`src/rtl/countdown_scheduler_pkg.sv`:
```
// ============================================================================
// Module      : countdown_scheduler_pkg
// Description : Shared FSM encodings, reset count value and index-width helper
//               for the countdown scheduler.
// Revision    : 1.0 - initial release
// ============================================================================
`default_nettype none

package countdown_scheduler_pkg;

    localparam logic [1:0] ST_IDLE  = 2'd0;
    localparam logic [1:0] ST_LOAD  = 2'd1;
    localparam logic [1:0] ST_COUNT = 2'd2;
    localparam logic [1:0] ST_DONE  = 2'd3;

    typedef enum logic [1:0] {
        IDLE  = ST_IDLE,
        LOAD  = ST_LOAD,
        COUNT = ST_COUNT,
        DONE  = ST_DONE
    } state_e;

    localparam int RESET_LOAD = 100;

    // Never returns less than 1 so a 1-bit index exists even for tiny N.
    function automatic int clog2(input int n);
        int r;
        r = 1;
        for (int i = 1; i < 32; i++) begin
            if ((1 << r) < n) r = i + 1;
        end
        return r;
    endfunction

endpackage

`default_nettype wire

```
`src/rtl/countdown_scheduler_arbiter.sv`:
```
// ============================================================================
// Module      : rr_arbiter
// Description : Combinational round-robin pick, searching upward from the slot
//               after last_idx_i and wrapping around.
// Revision    : 1.0 - initial release
// ============================================================================
`default_nettype none

module rr_arbiter
    import countdown_scheduler_pkg::*;
#(
    parameter  int N_REQ = 4,
    localparam int IDX_W = clog2(N_REQ)
) (
    input  logic [N_REQ-1:0] req_i,
    input  logic [IDX_W-1:0] last_idx_i,
    output logic [N_REQ-1:0] grant_o,
    output logic [IDX_W-1:0] idx_o,
    output logic             valid_o
);

    logic [IDX_W-1:0] w_cand;
    logic             w_found;

    always_comb begin
        w_cand  = '0;
        w_found = 1'b0;
        idx_o   = '0;
        for (int k = 1; k <= N_REQ; k++) begin
            w_cand = IDX_W'((int'(last_idx_i) + k) % N_REQ);
            if (!w_found && req_i[w_cand]) begin
                w_found = 1'b1;
                idx_o   = w_cand;
            end
        end
        valid_o = w_found;
        grant_o = w_found ? (N_REQ'(1) << idx_o) : '0;
    end

endmodule

`default_nettype wire

```
`src/rtl/countdown_scheduler.sv`:
```
// ============================================================================
// Module      : countdown_scheduler
// Description : Shares one down counter among N_REQ requesters via round-robin
//               arbitration; load, count down, retire and pulse done.
// Revision    : 1.0 - initial release
// ============================================================================
`default_nettype none

module countdown_scheduler
    import countdown_scheduler_pkg::*;
#(
    parameter int N_REQ        = 4,
    parameter int WIDTH        = 10,
    parameter int DEFAULT_LOAD = RESET_LOAD
) (
    input  logic                   clk,
    input  logic                   reset,
    input  logic [N_REQ-1:0]       req_i,
    input  logic [N_REQ*WIDTH-1:0] load_val_i,
    output logic [N_REQ-1:0]       grant_o,
    output logic                   busy_o,
    output logic [WIDTH-1:0]       count_o,
    output logic [N_REQ-1:0]       done_o
);

    localparam int IDX_W = clog2(N_REQ);

    state_e             state_q, state_d;
    logic [IDX_W-1:0]   win_q, win_d;
    logic [IDX_W-1:0]   ptr_q, ptr_d;
    logic [WIDTH-1:0]   count_q, count_d;
    logic [N_REQ-1:0]   grant_q, grant_d;
    logic [N_REQ-1:0]   done_q, done_d;

    logic [N_REQ-1:0]   arb_grant;
    logic [IDX_W-1:0]   arb_idx;
    logic               arb_valid;
    logic [WIDTH-1:0]   win_load;
    logic [N_REQ-1:0]   win_onehot;

    rr_arbiter #(
        .N_REQ      (N_REQ)
    ) u_arb (
        .req_i      (req_i),
        .last_idx_i (ptr_q),
        .grant_o    (arb_grant),
        .idx_o      (arb_idx),
        .valid_o    (arb_valid)
    );

    assign win_load   = load_val_i[int'(win_q)*WIDTH +: WIDTH];
    assign win_onehot = N_REQ'(1) << win_q;

    always_comb begin
        state_d = state_q;
        win_d   = win_q;
        ptr_d   = ptr_q;
        count_d = count_q;
        grant_d = grant_q;
        done_d  = done_q;
        case (state_q)
            IDLE: begin
                if (arb_valid) begin
                    win_d   = arb_idx;
                    grant_d = arb_grant;
                    state_d = LOAD;
                end
            end
            LOAD: begin
                count_d = win_load;
                if (win_load == '0) begin
                    done_d  = win_onehot;
                    state_d = DONE;
                end else begin
                    state_d = COUNT;
                end
            end
            COUNT: begin
                // Abort leaves count frozen and the pointer untouched.
                if (!req_i[win_q]) begin
                    grant_d = '0;
                    state_d = IDLE;
                end else if (count_q <= WIDTH'(1)) begin
                    count_d = '0;
                    done_d  = win_onehot;
                    state_d = DONE;
                end else begin
                    count_d = count_q - WIDTH'(1);
                end
            end
            DONE: begin
                grant_d = '0;
                done_d  = '0;
                ptr_d   = win_q;
                state_d = IDLE;
            end
            default: state_d = IDLE;
        endcase
    end

    always_ff @(posedge clk or posedge reset) begin
        if (reset) begin
            state_q <= IDLE;
            win_q   <= '0;
            ptr_q   <= IDX_W'(N_REQ - 1);
            count_q <= WIDTH'(DEFAULT_LOAD);
            grant_q <= '0;
            done_q  <= '0;
        end else begin
            state_q <= state_d;
            win_q   <= win_d;
            ptr_q   <= ptr_d;
            count_q <= count_d;
            grant_q <= grant_d;
            done_q  <= done_d;
        end
    end

    assign grant_o = grant_q;
    assign done_o  = done_q;
    assign count_o = count_q;
    assign busy_o  = (state_q != IDLE);

endmodule

`default_nettype wire

```
`config.mk`:
```
export PLATFORM = sky130hd
export DESIGN_NAME = countdown_scheduler
export DESIGN_NICKNAME = d
export VERILOG_FILES = /design/src/rtl/countdown_scheduler_pkg.sv /design/src/rtl/countdown_scheduler_arbiter.sv /design/src/rtl/countdown_scheduler.sv
export SDC_FILE = /design/constraint.sdc
export NUM_CORES = 1
export LEC_CHECK = 0
export BUFFER_PORTS_ARGS = -buffer_cell sky130_fd_sc_hd__buf_2
export CORE_UTILIZATION = 25
export DETAILED_ROUTE_END_ITERATION = 8
export GPL_TIMING_DRIVEN = 0
export SYNTH_ARGS = -nofsm -noshare
export SYNTH_HDL_FRONTEND = slang
export SYNTH_HIERARCHICAL = 1
export SYNTH_SLANG_ARGS = --single-unit
```
`constraint.sdc`:
```
create_clock -name clk -period 2.4 [get_ports clk]
set_input_delay 0.24 -clock clk [delete_from_list [all_inputs] [get_ports clk]]
set_output_delay 0.24 -clock clk [all_outputs]
set_load 0.05 [all_outputs]
```
==> summary.md, run 1 <==
| Metric | Value |
|---|---|
| Storage element area | `607 um2` |
| WL final | `5110 um` |
| Placeable core region | `7250 um2` |
| Worst endpoint data arrival time | `2380 ps` |
| Final net count | `320` |
| Die height | `88.5 um` |
| Clock latency on the worst-skew pair | `270 ps` |
| Clock tree from TritonCTS | `yes` |
| Post-synthesis net count | `251` |
| Class of the most critical hold timing path | `input port to async pin` |
| PD cells | `1350 nW/um2` |
| Top-level I/O count | `65` |
| Count of pins over their slew limit | `0` |
| Gr usage total | `0.134` |
| Status | `finished clean` |
| Synth cell count leaders | `nor2_1 (24), dfrtp_1 (19), nand2_1 (18), a21oi_1 (15)` |
| Clock Tree Root | `clkbuf_8` |
| Clock sink count | `24` |
| Post-route DRC violation count | `0` |
| Number of global-route vias before repair | `1674` |
| Cell area after synthesis | `1870 um2` |
| RSZ-0062 raised after global routing | `no` |
| Largest driver fanout on the critical path | `10` |
| Fraction of layout instances using a drive strength above 1 | `0.362` |
| Leading cell type by number of instances after synthesis | `nor2_1` |
| Max rail drop VDD | `0.414 mV` |
| Max cap viols | `0` |
| Share of the yosys chip area belonging to registers | `0.325` |
| Max frequency | `452 MHz` |
| Global route overflow | `0` |
| Proportion of netlist area held by the largest area contributor | `0.254` |
| Top cells by area in the synthesized netlist | `dfrtp_1 (25%), mux4_1 (9.8%), dfstp_2 (7.0%), mux4_2 (4.8%), nor2_1 (4.8%)` |
| Final non-filler cell total | `370` |
| Number of fill cells in the layout | `779` |
| Critical Setup Path Class | `flop to flop` |
| Unique masters post-synth | `47` |
| Measured slew at the worst slew-check pin | `913 ps` |
| Initial antenna violation count | `0` |
| Proportion of power drawn by the clock network | `0.114` |
| Row count | `31` |
| Fin crit share | `0.922` |
| Mean area per synthesized cell | `9.21 um2` |
| Iter 0 DRT Violations | `137` |
| Placed Cells | `366` |
| Setup violation total in the final timing report | `0` |
| Headroom to the max-slew limit | `0.390` |
| Clock skew | `3.35 ps` |
| Net switching component of the power | `1.68 mW` |
| Combinational cell fraction of total power | `0.633` |
| Multi-input logic area | `1140 um2` |
| Final TNS setup | `0 ps` |
| Post-detailed-route via-to-cell ratio | `4.88` |
| Clock input transition at the sequential cells of the worst setup and hold paths | `90 ps` |
| Leakage | `1.06 nW` |
| Chip width | `88.5 um` |
| Predominant post-synthesis flop cell | `dfrtp_1` |
| Count of state elements after synthesis | `24` |
| Antenna Diode Count | `0` |
| Detailed-router iteration count before antenna repair | `4` |
| Critical Path Sink Type | `flop` |
| Maximum number of pins on one net before global-route repair | `25` |
| Dpl hpwl | `3970 um` |
| Net switching share of the total power | `0.520` |
| First-pass GRT wire length | `8220 um` |
| Die area | `7830 um2` |
| Effective utilization at floorplan | `0.258` |
| Share of async-settable or async-resettable flops after synthesis | `1.00` |
| Detailed-route wire length per cell | `13.8 um` |
| Fin crit period | `2210 ps` |
| Number of synthesized flops with an enable pin | `0` |
| Buffer levels on the longest clock path | `2` |
| Number of hold violations in the final report | `0` |
| Internal power contribution | `1.55 mW` |
| Post-route ant nets | `0` |
| Num CTS Buffers | `3` |
| Final weighted congestion in routability-driven placement | `0.851` |
| Count of yosys warnings during synthesis | `6` |
| Count of mapped cells out of synthesis | `203` |
| Area Overhead vs Synth | `27.6%` |
| Number of H-tree branching levels | `1` |
| Count of vias placed by the detailed router | `1805` |
| Required time of the critical path | `2570 ps` |
| Element type at the critical path start | `flop` |
| Top cell type by total area after synthesis | `dfrtp_1` |
| Count of buffers added by post-CTS timing repair for setup | `0` |
| Port Buffers | `64` |
| Sequential group share of total power | `0.253` |
per-layer routing:
| metal | track usage | vias to the layer above | share of wire |
|---|---|---|---|
| met5 | 0 | - | 0 |
| met4 | 0.0308 | 0 | 0.0076 |
| met3 | 0.0243 | 5 | 0.061 |
| met2 | 0.217 | 63 | 0.45 |
| met1 | 0.186 | 833 | 0.48 |
| li1 | - | 904 | - |
logic make-up after synthesis:
family / share of synthesized area
fa+ha+maj: 0.0134
buf+inv: 0.0656
mux: 0.147
compound gates: 0.229
simple gates: 0.221
flops: 0.325
state kept, by name, summed over array words and instances (netlist names):
| name | count |
|---|---|
| count_o | 10 |
| done_o | 4 |
| grant_o | 4 |
| ptr_q | 2 |
| state_q | 2 |
| win_q | 2 |
cell type report:
cell class                      count  share of cell area
Multi-Input combinational cell    157               0.478
Sequential cell                    24               0.254
Timing Repair Buffer               64               0.134
Tap cell                           99              0.0519
Buffer                             12              0.0362
Clock buffer                        3              0.0173
Inverter                           10              0.0157
Clock inverter                      1              0.0126
what timing repair did:
action | 4_1_cts | 5_1_grt
resized for setup | 0 | 2
hold endpoints to repair | 0 | 0
endpoints found under the setup margin | 0 | 5
hold buffers | 0 | 0
per-stage QoR:
stage | total power, mW | utilization | setup slack [ps] | hold WS (ps) | area [um2]
floorplan | 2.37 | - | 133 | 251 | 1870
global placement | 2.85 | 0.319 | 84.1 | 468 | 2310
detailed placement | 2.87 | 0.319 | 93.5 | 474 | 2310
CTS | 3.24 | 0.329 | 81.3 | 199 | 2380
global route | 3.46 | 0.329 | 36.4 | 243 | 2390
finish | 3.23 | 0.329 | 188 | 152 | 2390
final timing paths:
kind / endpoint / depth (start not counted) / slack [ps] / from
setup / recovery: count_o[1] / 7 / 190 / count_o[4]
min in group clk: win_q[0] / 4 / 410 / req_i[0]
setup reg to reg: count_o[1] / 7 / 190 / count_o[4]
hold reg to reg: ptr_q[1] / 2 / 490 / ptr_q[1]
hold / removal: grant_o[2] / 2 / 150 / reset
max in group asynchronous: count_o[3] / 2 / 1690 / reset
layout by cell type, fill, tap and decap left out, types with 3 or more instances in the layout:
master | Yosys | final
buf_2 | 4 | 68
nor2_1 | 24 | 24
dfrtp_1 | 19 | 19
nand2_1 | 18 | 18
a21oi_1 | 15 | 15
o21ai_1 | 11 | 11
o21ai_0 | 11 | 11
inv_1 | 10 | 10
nand3_1 | 9 | 9
mux4_1 | 7 | 7
nand2b_1 | 5 | 5
nor4_1 | 5 | 5
dfstp_2 | 5 | 5
mux4_2 | 4 | 4
nor3_1 | 4 | 4
o31ai_1 | 4 | 4
a31oi_1 | 4 | 4
clkbuf_1 | 4 | 3
o2bb2ai_1 | 3 | 3
a22oi_1 | 3 | 3
clkbuf_8 | 0 | 3
critical path: stages, from the launching register on:
cell,delay (ps)
dfrtp_1,460
or3_1,380
buf_2,170
o41ai_4,590
buf_6,210
nor2_1,50
a211oi_1,190
a21oi_1,60
power by group through the flow:
stage          Sequential, mW  Combinational, mW  Clock [mW]
2_1_floorplan            1.15               1.22           0
3_3_place_gp            0.824               2.03           0
3_5_place_dp            0.823               2.05           0
4_1_cts                 0.816               2.05       0.376
5_1_grt                 0.846               2.22       0.387
6_report                0.816               2.04       0.367
(Power assumes the default switching activity.)
==> inputs of run 2 (changes only) <==
--- a/config.mk
+++ b/config.mk
@@ -9,6 +9,7 @@
 export CORE_UTILIZATION = 25
 export DETAILED_ROUTE_END_ITERATION = 8
 export GPL_TIMING_DRIVEN = 0
+export SETUP_SLACK_MARGIN = 0.3
 export SYNTH_ARGS = -nofsm -noshare
 export SYNTH_HDL_FRONTEND = slang
 export SYNTH_HIERARCHICAL = 1
==> summary.md, run 2 (same netlist as run 1, synthesis figures left out) <==
| Metric | Value |
|---|---|
| Dpl hpwl | `4120 um (was 3970 um)` |
| Net switching component of the power | `1.75 mW (was 1.68 mW)` |
| Worst setup slack before clock tree synthesis | `49.2 ps (was 93.5 ps)` |
| Area Overhead vs Synth | `33.1% (was 27.6%)` |
| Net switching share of the total power | `0.512 (was 0.520)` |
| Post-route DRC violation count | `0 (unchanged)` |
| Final TNS setup | `0 ps (unchanged)` |
| Count of vias placed by the detailed router | `1877 (was 1805)` |
| Num CTS Buffers | `3 (unchanged)` |
| Clock input transition at the sequential cells of the worst setup and hold paths | `90 ps (about the same)` |
| Commonest non-fill, non-tap cell in the layout | `buf_2 (unchanged)` |
| Fin crit share | `0.878 (was 0.922)` |
| Highest-count cells in the layout ignoring fill and taps | `buf_2 (66), nor2_1 (24), nand2_1 (18), a21oi_1 (15), dfrtp_1 (13) (was buf_2 (68), nor2_1 (24), dfrtp_1 (19), nand2_1 (18), a21oi_1 (15))` |
| Top-level I/O count | `65 (unchanged)` |
| Post-detailed-route via-to-cell ratio | `4.97 (was 4.88)` |
| Required time of the critical path | `2590 ps (was 2570 ps)` |
| Number of flip-flops under the largest register name | `10 (unchanged)` |
| Chip width | `88.5 um (unchanged)` |
| Measured slew at the worst slew-check pin | `909 ps (was 913 ps)` |
| Effective utilization at floorplan | `0.258 (unchanged)` |
| Maximum number of pins on one net before global-route repair | `25 (unchanged)` |
| Placed Cells | `366 (unchanged)` |
| PD cells | `1370 nW/um2 (was 1350 nW/um2)` |
| Status | `finished clean (unchanged)` |
| Number of H-tree branching levels | `1 (unchanged)` |
| Combinational cell fraction of total power | `0.648 (was 0.633)` |
| Count of pins over their slew limit | `0 (unchanged)` |
| First-pass GRT wire length | `8820 um (was 8220 um)` |
| Max frequency | `475 MHz (was 452 MHz)` |
| Proportion of power drawn by the clock network | `0.108 (was 0.114)` |
| WL final | `5410 um (was 5110 um)` |
| Clock sink count | `24 (unchanged)` |
| Detailed-router iteration count before antenna repair | `4 (unchanged)` |
| Die area | `7830 um2 (unchanged)` |
| Number of cells on the worst reg-to-reg path | `7 (unchanged)` |
| Global route overflow | `0 (unchanged)` |
| Buffer levels on the longest clock path | `2 (unchanged)` |
| Clock Tree Root | `clkbuf_8 (unchanged)` |
| Die height | `88.5 um (unchanged)` |
| Number of hold violations in the final report | `0 (unchanged)` |
| Max cap viols | `0 (unchanged)` |
| Critical Path Sink Type | `flop (unchanged)` |
| Final non-filler cell total | `378 (was 370)` |
| Final hold slack | `148 ps (was 152 ps)` |
| Row count | `31 (unchanged)` |
| Flop-to-flop setup slack | `290 ps (was 190 ps)` |
| RSZ-0062 raised after global routing | `yes (was no)` |
| Max rail drop VDD | `0.504 mV (was 0.414 mV)` |
| Leakage | `1.10 nW (was 1.06 nW)` |
| Initial antenna violation count | `0 (unchanged)` |
| Port Buffers | `64 (unchanged)` |
| Antenna Diode Count | `0 (unchanged)` |
| Clock latency on the worst-skew pair | `280 ps (was 270 ps)` |
| Class of the most critical hold timing path | `input port to async pin (unchanged)` |
| Fraction of layout instances using a drive strength above 1 | `0.434 (was 0.362)` |
| Number of global-route vias before repair | `1777 (was 1674)` |
| Critical Setup Path Class | `flop to flop (unchanged)` |
| Iter 0 DRT Violations | `99 (was 137)` |
| Post-route ant nets | `0 (unchanged)` |
| Internal power contribution | `1.67 mW (was 1.55 mW)` |
| Placeable core region | `7250 um2 (unchanged)` |
| Clock skew | `3.35 ps (about the same)` |
| Fin crit period | `2110 ps (was 2210 ps)` |
| Sequential group share of total power | `0.244 (was 0.253)` |
| Setup violation total in the final timing report | `0 (unchanged)` |
| Final net count | `328 (was 320)` |
| Endpoint of the worst-slack reg-to-reg timing path | `done_o[1] (was count_o[1])` |
| Worst endpoint data arrival time | `2300 ps (was 2380 ps)` |
| Worst setup margin | `293 ps (was 188 ps)` |
| Headroom to the max-slew limit | `0.394 (was 0.390)` |
| Detailed-route wire length per cell | `14.3 um (was 13.8 um)` |
| Final weighted congestion in routability-driven placement | `0.831 (was 0.851)` |
| Reg-to-Reg Start | `win_q[0] (was count_o[4])` |
| Largest driver fanout on the critical path | `8 (was 10)` |
| Clock tree from TritonCTS | `yes (unchanged)` |
| Element type at the critical path start | `flop (unchanged)` |
| Gr usage total | `0.144 (was 0.134)` |
[run 2: cell count changes in the layout (fill, tap and decap cells not counted), sizes merged]
cell | before | now
clkbuf | 7 | 8
buf | 72 | 79
[run 2: worst max path at each step]
| stage | endpoint | cells past startpoint | start |
|---|---|---|---|
| final | done_o[1] | 7 | win_q[0] |
| after global routing | done_o[2] | 7 | win_q[0] |
| after floorplan | count_o[1] | 6 | count_o[9] |
| after global placement | done_o[1] | 6 | win_q[1] |
| after detailed placement | done_o[1] | 6 | win_q[1] |
| after CTS | done_o[1] | 7 | win_q[0] |
[run 2: power groups by stage]
stage	Combinational (mW)	Clock [mW]	Sequential, mW
4_1_cts	2.15	0.371	0.831
6_report	2.21	0.368	0.833
3_5_place_dp	2.05	0	0.838
3_3_place_gp	2.04	0	0.833
2_1_floorplan	1.22	0	1.16
5_1_grt	2.42	0.391	0.867
[run 2: area by class of cell]
class / count / area [um2]
inverter: 10 / 37.5
clock inverter: 1 / 30.0
multi-input combinational: 157 / 1170
tap: 99 / 124
sequential: 24 / 614
clock buffer: 3 / 41.3
fill: 781 / 4770
timing repair buffer: 72 / 380
buffer: 12 / 93.8
[run 2: timing repair]
item | CTS | global route
hold buffers | 0 | 0
buffers inserted | 4 | 4
pin swaps | 2 | 6
resized for setup | 9 | 6
endpoints found under the setup margin | 15 | 15
[run 2: worst max-delay path, stage by stage (launching register included)]
cell     delay, ps
dfrtp_1        350
buf_6          140
buf_12         140
mux4_2         540
nor4_4         280
nand3_1        110
o21a_2         270
o31ai_2        190
[run 2: layer usage]
metal,vias up,track usage,share of wire
met5,-,0,0
met3,8,0.0261,0.070
li1,914,-,-
met4,0,0.0469,0.015
met1,880,0.205,0.44
met2,75,0.220,0.47
[run 2: stage by stage]
stage	power [mW]	instance area, um2	util
after floorplan	2.38	1880	-
after global placement	2.87	2320	0.320
after detailed placement	2.89	2320	0.320
after CTS	3.36	2440	0.336
after global routing	3.68	2490	0.343
final	3.42	2490	0.343
==> inputs of run 3 (changes only) <==
--- a/config.mk
+++ b/config.mk
@@ -5,6 +5,7 @@
 export SDC_FILE = /design/constraint.sdc
 export NUM_CORES = 1
 export LEC_CHECK = 0
+export ABC_AREA = 1
 export BUFFER_PORTS_ARGS = -buffer_cell sky130_fd_sc_hd__buf_2
 export CORE_UTILIZATION = 25
 export DETAILED_ROUTE_END_ITERATION = 8
==> summary.md, run 3 <==
| Metric | Value |
|---|---|
| Status | `finished clean (unchanged)` |
| Top-level I/O count | `65 (unchanged)` |
| Final weighted congestion in routability-driven placement | `0.796 (was 0.831)` |
| Predominant post-synthesis flop cell | `dfrtp_1 (unchanged)` |
| Dpl hpwl | `4700 um (was 4120 um)` |
| Post-route DRC violation count | `0 (unchanged)` |
| Net switching share of the total power | `0.568 (was 0.512)` |
| Post-route ant nets | `0 (unchanged)` |
| Final net count | `431 (was 328)` |
| Number of H-tree branching levels | `1 (unchanged)` |
| WL final | `5930 um (was 5410 um)` |
| Top cell type by total area after synthesis | `dfrtp_1 (unchanged)` |
| Port Buffers | `64 (unchanged)` |
| Buffer levels on the longest clock path | `2 (unchanged)` |
| Unique masters post-synth | `33 (was 47)` |
| Class of the most critical hold timing path | `input port to async pin (unchanged)` |
| Global route overflow | `0 (unchanged)` |
| Die height | `93.9 um (was 88.5 um)` |
| Chip width | `93.9 um (was 88.5 um)` |
| Count of vias placed by the detailed router | `2207 (was 1877)` |
| Number of flip-flops under the largest register name | `10 (unchanged)` |
| Fin crit share | `0.784 (was 0.878)` |
| Critical Path Sink Type | `flop (unchanged)` |
| Count of mapped cells out of synthesis | `312 (was 203)` |
| Placed Cells | `481 (was 366)` |
| Iter 0 DRT Violations | `112 (was 99)` |
| Row count | `33 (was 31)` |
| Max cap viols | `0 (unchanged)` |
| Count of pins over their slew limit | `0 (unchanged)` |
| Combinational cell fraction of total power | `0.730 (was 0.648)` |
| Synth cell count leaders | `nand2_1 (102), nand3_1 (36), nor2_1 (28), dfrtp_1 (19), inv_1 (18) (was nor2_1 (24), dfrtp_1 (19), nand2_1 (18), a21oi_1 (15))` |
| Clock tree from TritonCTS | `yes (unchanged)` |
| PD cells | `1640 nW/um2 (was 1370 nW/um2)` |
| Clock latency on the worst-skew pair | `270 ps (was 280 ps)` |
| Post-detailed-route via-to-cell ratio | `4.53 (was 4.97)` |
| Cell area after synthesis | `2110 um2 (was 1870 um2)` |
| Most common cell on crit path | `nand2_4` |
| First-pass GRT wire length | `9850 um (was 8820 um)` |
| Leading cell type by number of instances after synthesis | `nand2_1 (was nor2_1)` |
| Num CTS Buffers | `3 (unchanged)` |
| Post-CTS Hold Fix Bufs | `0 (unchanged)` |
| Clock Tree Root | `clkbuf_8 (unchanged)` |
| Flop-to-flop setup slack | `520 ps (was 290 ps)` |
| Count of state elements after synthesis | `24 (unchanged)` |
| Final non-filler cell total | `487 (was 378)` |
| Final TNS setup | `0 ps (unchanged)` |
| Gr usage total | `0.141 (was 0.144)` |
| Initial antenna violation count | `0 (unchanged)` |
| Highest-count cells in the layout ignoring fill and taps | `nand2_1 (102), buf_2 (64), nand3_1 (36), nor2_1 (28), dfrtp_1 (19) (was buf_2 (66), nor2_1 (24), nand2_1 (18), a21oi_1 (15), dfrtp_1 (13))` |
| Largest driver fanout on the critical path | `9 (was 8)` |
| Reg-to-Reg Start | `ptr_q[0] (was win_q[0])` |
| Share of async-settable or async-resettable flops after synthesis | `1.00 (unchanged)` |
| Crit. Startpoint | `ptr_q[0] (was win_q[0])` |
| Area Overhead vs Synth | `26.2% (was 33.1%)` |
| Antenna Diode Count | `0 (unchanged)` |
| Worst endpoint data arrival time | `2040 ps (was 2300 ps)` |
| Clock sink count | `24 (unchanged)` |
| RSZ-0062 raised after global routing | `no (was yes)` |
| Count of yosys warnings during synthesis | `6 (unchanged)` |
| Slowest cell on crit path | `dfstp_2 (was mux4_2)` |
| Clock input transition at the sequential cells of the worst setup and hold paths | `90 ps (about the same)` |
| Placeable core region | `8180 um2 (was 7250 um2)` |
| Number of global-route vias before repair | `2069 (was 1777)` |
| Setup violation total in the final timing report | `0 (unchanged)` |
| Proportion of netlist area held by the largest area contributor | `0.225 (was 0.254)` |
| Effective utilization at floorplan | `0.258 (about the same)` |
| Number of cells on the worst reg-to-reg path | `10 (was 7)` |
| Number of hold violations in the final report | `0 (unchanged)` |
| Fraction of layout instances using a drive strength above 1 | `0.346 (was 0.434)` |
| Detailed-router iteration count before antenna repair | `4 (unchanged)` |
| Detailed-route wire length per cell | `12.2 um (was 14.3 um)` |
| Element type at the critical path start | `flop (unchanged)` |
| Commonest non-fill, non-tap cell in the layout | `nand2_1 (was buf_2)` |
| Final standard cell area without fillers | `2660 um2 (was 2490 um2)` |
| Max frequency | `531 MHz (was 475 MHz)` |
| Cell Chain, Critical Path | `buf_6 > inv_6 > nand2_1 > nand2_2 > nand2_4 > nand2_4 > nor2_4 > nand3b_1 > o211ai_4 > o21ai_0 (was buf_6 > buf_12 > mux4_2 > nor4_4 > nand3_1 > o21a_2 > o31ai_2)` |
| Proportion of power drawn by the clock network | `0.084 (was 0.108)` |
| Clock skew | `2.91 ps (was 3.35 ps)` |
| Measured slew at the worst slew-check pin | `944 ps (was 909 ps)` |
| Cell area after placement | `2560 um2 (was 2320 um2)` |
| Number of synthesized flops with an enable pin | `0 (unchanged)` |
| Net switching component of the power | `2.48 mW (was 1.75 mW)` |
| Internal power contribution | `1.88 mW (was 1.67 mW)` |
| Max rail drop VDD | `0.625 mV (was 0.504 mV)` |
| Sequential group share of total power | `0.186 (was 0.244)` |
| Leakage | `1.39 nW (was 1.10 nW)` |
| Required time of the critical path | `2560 ps (was 2590 ps)` |
| Maximum single-stage delay on the critical path | `550 ps (was 540 ps)` |
| Maximum number of pins on one net before global-route repair | `25 (unchanged)` |
| Fin crit period | `1880 ps (was 2110 ps)` |
| Mean area per synthesized cell | `6.76 um2 (was 9.21 um2)` |
| Headroom to the max-slew limit | `0.370 (was 0.394)` |
| Die area | `8810 um2 (was 7830 um2)` |
| Post-synthesis net count | `360 (was 251)` |
| Share of the yosys chip area belonging to registers | `0.288 (was 0.325)` |
| Endpoint of the worst-slack reg-to-reg timing path | `grant_o[1] (was done_o[1])` |
| Number of fill cells in the layout | `888 (was 781)` |
| Critical Setup Path Class | `flop to flop (unchanged)` |
| Top cells by area in the synthesized netlist | `dfrtp_1 (23%), nand2_1 (18%), nand3_1 (8.5%), dfstp_2 (6.2%), nor2_1 (5.0%) (was dfrtp_1 (25%), mux4_1 (9.8%), dfstp_2 (7.0%), mux4_2 (4.8%), nor2_1 (4.8%))` |
==> run 3: cells by family (layout without fill, tap and decap cells) <==
kind of cell / count (synthesis) / after routing / share of synthesized area
compound gates: 32 / 32 / 0.0907
fa+ha+maj: 2 / 2 / 0.0119
buf+inv: 36 / 106 / 0.0955
simple gates: 211 / 211 / 0.485
xor+xnor: 7 / 7 / 0.0291
flops: 24 / 24 / 0.288
==> run 3: layout make-up <==
type | instances | area [um2] | share of cell area
Multi-Input combinational cell | 252 | 1320 | 0.494
Sequential cell | 24 | 607 | 0.228
Timing Repair Buffer | 66 | 335 | 0.126
Tap cell | 105 | 131 | 0.0494
Inverter | 29 | 119 | 0.0447
Buffer | 7 | 82.6 | 0.0310
Clock buffer | 3 | 41.3 | 0.0155
Clock inverter | 1 | 30.0 | 0.0113
==> run 3: how the worst max path moves through the flow <==
stage	cells after the start	slack [ps]	end
after floorplan	9	580	count_o[7]
after global placement	10	500	grant_o[3]
after detailed placement	10	480	grant_o[1]
after CTS	10	470	grant_o[1]
after global routing	11	300	grant_o[2]
final	10	520	grant_o[1]
==> run 3: timing repair <==
action                                  in CTS  in global routing
resized for setup                            0                  3
buffers inserted                             0                  2
endpoints found under the setup margin       0                  4
==> run 3: routing by layer <==
metal | part of all wire | GRT usage
met5 | 0 | 0
met4 | 0.0022 | 0.0154
met3 | 0.032 | 0.0259
met2 | 0.51 | 0.253
met1 | 0.46 | 0.180
==> run 3: through the flow <==
stage | total power, mW | setup WS, ps | hold slack (ps) | util
after global routing | 4.78 | 297 | 256 | 0.326
after CTS | 4.34 | 466 | 200 | 0.322
after global placement | 3.92 | 504 | 459 | 0.313
after detailed placement | 3.96 | 484 | 453 | 0.313
final | 4.36 | 518 | 165 | 0.326
after floorplan | 3.28 | 580 | 251 | -
==> run 3: worst max-delay path: cells and delay by family, from the launching register on <==
kind            cells  cell delay, ps
buf+inv             2             190
simple gates        6             630
flops               1             550
compound gates      2             400
==> run 3: power groups by stage <==
| stage | Combinational, mW | Clock, mW | Sequential [mW] |
|---|---|---|---|
| floorplan | 2.07 | 0 | 1.21 |
| global placement | 3.10 | 0 | 0.817 |
| detailed placement | 3.14 | 0 | 0.822 |
| CTS | 3.15 | 0.378 | 0.813 |
| global route | 3.54 | 0.397 | 0.840 |
| finish | 3.19 | 0.367 | 0.811 |
